`src/rtl/uart_tx_cfg.sv`:
```
// uart_tx_cfg: parametrised UART transmitter with valid/ready input, run-time parity and
// stop-bit selection, per-frame done pulse and line-break generation.
//
// Parameters:
//   DATA_BITS   data bits per frame (5..9)
//   OVERSAMPLE  b_tick pulses per bit period (4..32)
// Ports:
//   clk          system clock, rising edge
//   rst          synchronous active-high reset
//   b_tick       one-clk pulse at OVERSAMPLE x baud rate
//   tx_valid     frame offered on tx_data
//   tx_data      frame payload, sent LSB first
//   parity_mode  00 none, 01 even, 10 odd, 11 mark
//   stop2        0 = one stop bit, 1 = two stop bits
//   brk          line-break request, honoured only while idle
//   tx_ready     combinational: idle and no break requested
//   tx_busy      registered: high while a frame is in flight
//   tx_done      registered one-cycle pulse at end of frame
//   tx           registered serial line, idle high
module uart_tx_cfg #(
  parameter int unsigned DATA_BITS  = 8,
  parameter int unsigned OVERSAMPLE = 16
) (
  input  logic                 clk,
  input  logic                 rst,
  input  logic                 b_tick,
  input  logic                 tx_valid,
  input  logic [DATA_BITS-1:0] tx_data,
  input  logic [1:0]           parity_mode,
  input  logic                 stop2,
  input  logic                 brk,
  output logic                 tx_ready,
  output logic                 tx_busy,
  output logic                 tx_done,
  output logic                 tx
);

  localparam int unsigned TickW = $clog2(OVERSAMPLE);
  localparam int unsigned BitW  = $clog2(DATA_BITS + 1);

  localparam logic [TickW-1:0] TickLast = TickW'(OVERSAMPLE - 1);
  localparam logic [BitW-1:0]  BitLast  = BitW'(DATA_BITS - 1);

  localparam logic [1:0] ParNone = 2'b00;
  localparam logic [1:0] ParEven = 2'b01;
  localparam logic [1:0] ParOdd  = 2'b10;

  typedef enum logic [2:0] {
    StIdle,
    StStart,
    StData,
    StParity,
    StStop
  } state_e;

  state_e               state_q, state_d;
  logic [TickW-1:0]     tick_cnt_q, tick_cnt_d;
  logic [BitW-1:0]      bit_cnt_q, bit_cnt_d;

  // Frame registers, loaded on accept and held for the whole frame.
  logic [DATA_BITS-1:0] shift_q, shift_d;
  logic [1:0]           par_mode_q, par_mode_d;
  logic                 par_bit_q, par_bit_d;
  logic                 stop2_q, stop2_d;

  logic                 tx_q, tx_d;
  logic                 busy_q, busy_d;
  logic                 done_q, done_d;

  logic                 accept;
  logic                 bit_end;
  logic                 par_new;

  assign tx_ready = (state_q == StIdle) && !brk;
  assign accept   = tx_valid && tx_ready;

  // Only ticks inside a bit period count; the accept-cycle tick is seen while still idle.
  assign bit_end  = b_tick && (state_q != StIdle) && (tick_cnt_q == TickLast);

  // Parity of the incoming payload, resolved once at accept time.
  always_comb begin
    par_new = 1'b0;
    unique case (parity_mode)
      ParNone: par_new = 1'b0;
      ParEven: par_new = ^tx_data;
      ParOdd:  par_new = ~(^tx_data);
      default: par_new = 1'b1;
    endcase
  end

  // Next-state logic.
  always_comb begin
    state_d    = state_q;
    tick_cnt_d = tick_cnt_q;
    bit_cnt_d  = bit_cnt_q;
    shift_d    = shift_q;
    par_mode_d = par_mode_q;
    par_bit_d  = par_bit_q;
    stop2_d    = stop2_q;
    done_d     = 1'b0;

    if (state_q != StIdle && b_tick) begin
      tick_cnt_d = bit_end ? '0 : tick_cnt_q + 1'b1;
    end

    unique case (state_q)
      StIdle: begin
        tick_cnt_d = '0;
        bit_cnt_d  = '0;
        if (accept) begin
          state_d    = StStart;
          shift_d    = tx_data;
          par_mode_d = parity_mode;
          par_bit_d  = par_new;
          stop2_d    = stop2;
        end
      end
      StStart: begin
        if (bit_end) begin
          state_d   = StData;
          bit_cnt_d = '0;
        end
      end
      StData: begin
        if (bit_end) begin
          shift_d = shift_q >> 1;
          if (bit_cnt_q == BitLast) begin
            bit_cnt_d = '0;
            state_d   = (par_mode_q != ParNone) ? StParity : StStop;
          end else begin
            bit_cnt_d = bit_cnt_q + 1'b1;
          end
        end
      end
      StParity: begin
        if (bit_end) begin
          state_d   = StStop;
          bit_cnt_d = '0;
        end
      end
      StStop: begin
        if (bit_end) begin
          // bit_cnt distinguishes the first of two stop bits from the last.
          if (stop2_q && (bit_cnt_q == '0)) begin
            bit_cnt_d = BitW'(1);
          end else begin
            state_d   = StIdle;
            bit_cnt_d = '0;
            done_d    = 1'b1;
          end
        end
      end
      default: begin
        state_d = StIdle;
      end
    endcase
  end

  // Line level follows the current state, so tx trails each state change by one clk.
  always_comb begin
    tx_d = 1'b1;
    unique case (state_q)
      StIdle:   tx_d = !brk;
      StStart:  tx_d = 1'b0;
      StData:   tx_d = shift_q[0];
      StParity: tx_d = par_bit_q;
      StStop:   tx_d = 1'b1;
      default:  tx_d = 1'b1;
    endcase
  end

  // Busy rises the cycle after accept and falls on the same edge as the return to idle.
  assign busy_d = (state_q != StIdle) && (state_d != StIdle);

  always_ff @(posedge clk) begin
    if (rst) begin
      state_q    <= StIdle;
      tick_cnt_q <= '0;
      bit_cnt_q  <= '0;
      shift_q    <= '0;
      par_mode_q <= '0;
      par_bit_q  <= 1'b0;
      stop2_q    <= 1'b0;
      tx_q       <= 1'b1;
      busy_q     <= 1'b0;
      done_q     <= 1'b0;
    end else begin
      state_q    <= state_d;
      tick_cnt_q <= tick_cnt_d;
      bit_cnt_q  <= bit_cnt_d;
      shift_q    <= shift_d;
      par_mode_q <= par_mode_d;
      par_bit_q  <= par_bit_d;
      stop2_q    <= stop2_d;
      tx_q       <= tx_d;
      busy_q     <= busy_d;
      done_q     <= done_d;
    end
  end

  assign tx      = tx_q;
  assign tx_busy = busy_q;
  assign tx_done = done_q;

endmodule

```
`config.mk`:
```
export PLATFORM = sky130hd
export DESIGN_NAME = uart_tx_cfg
export DESIGN_NICKNAME = d
export VERILOG_FILES = /design/src/rtl/uart_tx_cfg.sv
export SDC_FILE = /design/constraint.sdc
export NUM_CORES = 1
export LEC_CHECK = 0
export ABC_AREA = 1
export CORE_ASPECT_RATIO = 0.8
export CORE_UTILIZATION = 43
export CTS_BUF_LIST = sky130_fd_sc_hd__clkbuf_16
export CTS_CLUSTER_SIZE = 12
export DETAILED_ROUTE_END_ITERATION = 7
export PLACE_DENSITY_LB_ADDON = 0.08
export SYNTH_ARGS = -nofsm -noshare
export SYNTH_HDL_FRONTEND = slang
export SYNTH_SLANG_ARGS = --single-unit
```
`constraint.sdc`:
```
create_clock -name clk -period 1.65 [get_ports clk]
set_clock_uncertainty 0.1 [all_clocks]
set_input_delay 0.165 -clock clk [delete_from_list [all_inputs] [get_ports clk]]
set_output_delay 0.165 -clock clk [all_outputs]
set_load 0.03 [all_outputs]
```
Yosys cells after proc, flatten, opt, wreduce, memory -nomap -nowiden
Index checks and enable logic that the tools add are counted.
Widths: inputs -> output; s select.

storage, ports and cells
  register bits = 26
  input bits = 16
  output and inout bits = 4
  word-level logic and storage cells = 71

operators by class
  add/sub/neg operators = 2
  eq/ne operators = 12
  multiplexer cells = 22
  bitwise gates (word level) = 3
  reduce and logical (&&, ||, !) cells = 22

operator list
  operator             number
  $mux 3               8
  $mux 4               5
  $mux 8               2
  $pmux 4 s4           1
  $pmux 8 s2           1
  $pmux 3 s5           1
  $add 4x1->4 const B  2
  $reduce_xor 8->1     1
  $eq 3x2->1 const B   2
  $logic_and 1x1->1    6
  $ne 2x2->1 const B   3
  $reduce_bool 3->1    2
  $eq 4x3->1 const B   1
  $eq 4x4->1 const B   1
  $logic_not 4->1      1
  $pmux 1 s4           1
  $reduce_and 4->1     1
  $reduce_bool 2->1    2
  $reduce_bool 4->1    1
  $reduce_or 2->1      2
  $eq 3x1->1 const B   1
  $eq 3x3->1 const B   1
  $logic_not 3->1      1
  $not 1->1            3
  10 further kinds     11

Depth between registers and ports, before layout
Gate-level depths: netlist of run 1.

  word-level depth = 7
  mapped depth = 11
  depth with buffers taken out = 11

Worst setup path before layout of run 1
Ideal clock, no wire load.

  path type = register -> register
  from = register tick_cnt_q[0]
  to = register busy_q, in the netlist tx_busy
  setup time = 0.117 ns
  arrival = 1.307 ns
  required time = 1.433 ns
  path slack = 0.125 ns
  cell stages (with the launch flop) = 11
  path buffers = 0
  period minus slack after synthesis = 1.525 ns
  path through = dfxtp_1 -> ha_1 -> nand2_1 -> nor2_4 -> nand2_2 -> nor2_4 -> nand2_1 -> a21oi_2 -> nand2_1 -> nor2_1 -> nor2_1

between the ends
  word-level cells in the longest chain between the ends = 6
  elaborated cells between the ends (all ways) = 9
  those cells by class = eq/ne: 1; mux: 5; reduce/logical: 3

ends and longest elaborated chain
  what                       RTL line  text
  start: declaration         57        logic [TickW-1:0] tick_cnt_q, tick_cnt_d;
  start signal: assignment   189       tick_cnt_q <= tick_cnt_d;
  $eq 4x4->1 *               78        assign bit_end = b_tick && (state_q != StIdle) && (tick_cnt_q == TickLast);
  $logic_and 1x1->1 *        78
  $mux 3 (on tied branches)  --
  $pmux 3 s5 *               106       unique case (state_q)
  $reduce_bool 3->1 *        173       assign busy_d = (state_q != StIdle) && (state_d != StIdle);
  $logic_and 1x1->1 *        173
  end signal: assignment     196       busy_q <= busy_d;
  end: declaration           67        logic busy_q, busy_d;

Mark *: on every way between the ends. The rest lies on a longest branch, timed or not.
A chain may end at the register's enable or synchronous reset.

Final worst setup path of run 1
  from = register tick_cnt_q[0]
  to = register bit_cnt_q[1]

between the ends
  word-level cells in the longest chain between the ends = 4
  elaborated cells between the ends (all ways) = 6
  those cells by class = eq/ne: 4; reduce/logical: 2

ends and longest elaborated chain
  what                                                RTL line  text
  $eq 4x4->1 *                                        78
  $logic_and 1x1->1 *                                 78
  $ne 2x2->1 (no line) or $ne 2x1->1 (tied branches)  --
  $reduce_and 4->1 (no line) *                        --
  end signal: assignment                              190       bit_cnt_q <= bit_cnt_d;
  end: declaration                                    58        logic [BitW-1:0] bit_cnt_q, bit_cnt_d;

Marked as above.

==> results of run 1 <==
-- synthesized netlist by cell type (2+ instances only) --
master,number
nand2_8,2
nor3_1,3
a21oi_1,12
nand3_1,10
inv_2,4
nor2_1,12
nand2_1,74
nand2_2,3
nor2_4,3
ha_1,3
inv_1,26
xor2_1,2
o21ai_2,2
o21ai_0,14
a31oi_1,8
dfxtp_1,26
-- repair_timing --
item                                    4_1_cts  5_1_grt
cloned                                        0        1
endpoints found under the setup margin        1        2
pin swaps                                     0        5
resized for setup                             1       12
setup buffers                                 0        1
-- sequential cells by signal, summed over array words and instances (netlist names) --
name,count
shift_q,8
bit_cnt_q,4
tick_cnt_q,4
state_q,3
par_mode_q,2
par_bit_q,1
stop2_q,1
tx,1
tx_busy,1
tx_done,1
-- where the power goes --
part / internal (mW) / switching [mW] / leakage (nW)
clock network: 0.324 / 0.209 / 0.0385
logic: 0.106 / 0.135 / 0.676
registers: 0.656 / 0.0182 / 0.213
total: 1.09 / 0.363 / 0.928
-- stage by stage --
step	TNS [ns]	setup slack, ns	hold slack, ns	instance area (um^2)	cells
6_report	0	0.06728	0.3564	1971	293
5_1_grt	-0.07305	-0.05814	0.3891	1971	293
4_1_cts	0	0.03878	0.3564	1902	291
3_5_place_dp	-0.4918	-0.1132	0.3463	1818	287
3_3_place_gp	-0.2737	-0.08260	0.3437	1818	287
2_1_floorplan	0	0.1254	0.1341	1515	219
-- routing by layer --
metal | GRT usage | up-vias | wire, um
li1 | - | 777 | -
met1 | 0.2751 | 653 | 1814
met2 | 0.2696 | 21 | 1266
met3 | 0.04303 | 2 | 111
met4 | 0.04167 | 0 | 24
met5 | 0 | - | 0
-- worst max-delay path: cells and delay by family (launching register included) --
family | cells | cell delay (ns)
compound gates | 3 | 0.34
fa+ha+maj | 1 | 0.15
buf+inv | 2 | 0.24
flops | 1 | 0.35
simple gates | 3 | 0.28
-- final cells by class --
class | instances | area [um^2]
Fill cell | 300 | 1250
Multi-Input combinational cell | 161 | 905.9
Sequential cell | 26 | 523.0
Timing Repair Buffer | 32 | 297.8
Inverter | 30 | 115.1
Clock buffer | 3 | 75.07
Tap cell | 40 | 50.05
Clock inverter | 1 | 3.754
-- logic make-up after synthesis --
logic type | after synthesis | synth area share
buffers and inverters | 33 | 0.09082
AOI/OAI and AO/OA | 41 | 0.1635
adders and majority gates | 3 | 0.02478
xor gates and xnor gates | 2 | 0.01156
DFF | 26 | 0.3435
and+or+nand+nor | 114 | 0.3658
-- worst max path at each step --
stage | to | cells past startpoint | start
floorplan | tx_busy | 10 | tick_cnt_q[0]
global placement | tx_busy | 10 | b_tick
detailed placement | tx_busy | 10 | b_tick
CTS | tx_busy | 10 | tick_cnt_q[0]
global route | tx_busy | 10 | tick_cnt_q[0]
finish | bit_cnt_q[1] | 9 | tick_cnt_q[0]
==> impl_metrics.tcl, run 1 <==
set metrics [dict create \
    hold_path_class "reg2reg" \
    post-route-util 0.6119 \
    vias 1453 \
    slowest_stage "dfxtp_2" \
    synth_area_per_cell_um2 6.919 \
    reg2reg_from "tick_cnt_q[0]" \
    tightest_slew_ns 0.3624 \
    mostFrequentLayoutCells "nand2_1, inv_1, dfxtp_1, clkdlybuf4s50_1, buf_4" \
    cp.required_ns 1.70 \
    async_reset_ff_frac 0 \
    worstHoldEndpoint "par_mode_q[0]" \
    cp_max_fo 7 \
    synthTopCellsByArea "dfxtp_1, nand2_1, inv_1, o21ai_0, a21oi_1" \
    grt_usage 0.1859 \
    finalSetupViolCount 0 \
    postRouteAntennaNets 0 \
    drt_first_pass_iters 4 \
    dpl.hpwl_um 2433 \
    wl_um 3215 \
    synth_top_area_cell "dfxtp_1" \
    cts_tree "yes" \
    grt_pass1_wl_um 5078 \
    max_stage_delay_ns 0.35 \
    holdCritStartpoint "par_mode_q[0]" \
    status "complete, no violations" \
    routed_via_density 4.959 \
    critPathArrivalTime_ns 1.63 \
    htree_num_levels 1 \
    worst_skew_pair.late_latency_ns 0.26 \
    antenna_found_initial 0 \
    rsz0062_at_grt "true" \
    portBuffers 19 \
    final_common_cell "nand2_1" \
    die_w_um 68.37 \
    die_y_um 55.10 \
    powerDensity_nw_per_um2 735.5 \
    ys_ff_latch 26 \
    max-vdd-ir-drop_mv 0.5157 \
    relSlewSlack 0.7576 \
    syn_inst 219 \
    synthFlopType "dfxtp_1" \
    overflow 0 \
    syn2layout_area_growth_pct 30.06 \
    yosys_warnings 0 \
    drive_above_1_share 0.1779 \
    cpMostUsedCell "nand2_4" \
    coreArea_um2 3221 \
    maxCapViolCount 0 \
    cts_root_buf "clkbuf_16" \
    p_leak_nw 0.9278 \
    period_minus_slack_ns 1.583 \
    ys_types 31 \
    holdBufCountCts 0 \
    endpoint_kind "register" \
    rows 18 \
    critPathKind "reg2reg" \
    crit_path_cell_trace "ha_4 > nand2_4 > nor2_4 > nand2_4 > buf_12 > a21oi_4 > inv_1 > a21oi_1 > a211oi_2" \
    fin_crit_sh 0.9592 \
    yosysSeqAreaShare 0.3435 \
    initial_core_util 0.4705 \
    grt_max_degree 16 \
    io_pins 20 \
    avgRoutedWirePerCell_um 10.97 \
    ctsLongestPathBuffers 2 \
    drc 0 \
    clk_pin_slew_worst_paths_ns 0.06 \
    p_total_mw 1.449 \
    clock.fmax_mhz 631.8 \
    cts_made_buffers 3 \
    gp_congestion 0.8839 \
    die_area_um2 3767 \
    critPathLaunchType "register" \
    reg2reg_depth 9 \
    syn_nets 238 \
    antennaDiodeCount 0 \
    drv_slew 0 \
    numClockSinks 26 \
    hold_viol 0 \
    holdPathStages 2 \
    first_global_vias 1153 \
    fin_nets 273 \
    drtIter0Drc 66 \
    synth_top_area_frac 0.3435 \
    syn_area_um2 1515 \
    r2r_slack_ns 0.07 \
    r2r_end "bit_cnt_q[1]" \
    synth_edf_count 0 \
]
No activity file was read; power rests on OpenSTA's default activity.
==> run 2: changes to the inputs <==
Settings changed: GPL_ROUTABILITY_DRIVEN set to 1.
==> results of run 2 <==
Final layout, timing and power as in run 1 (identical DEF).
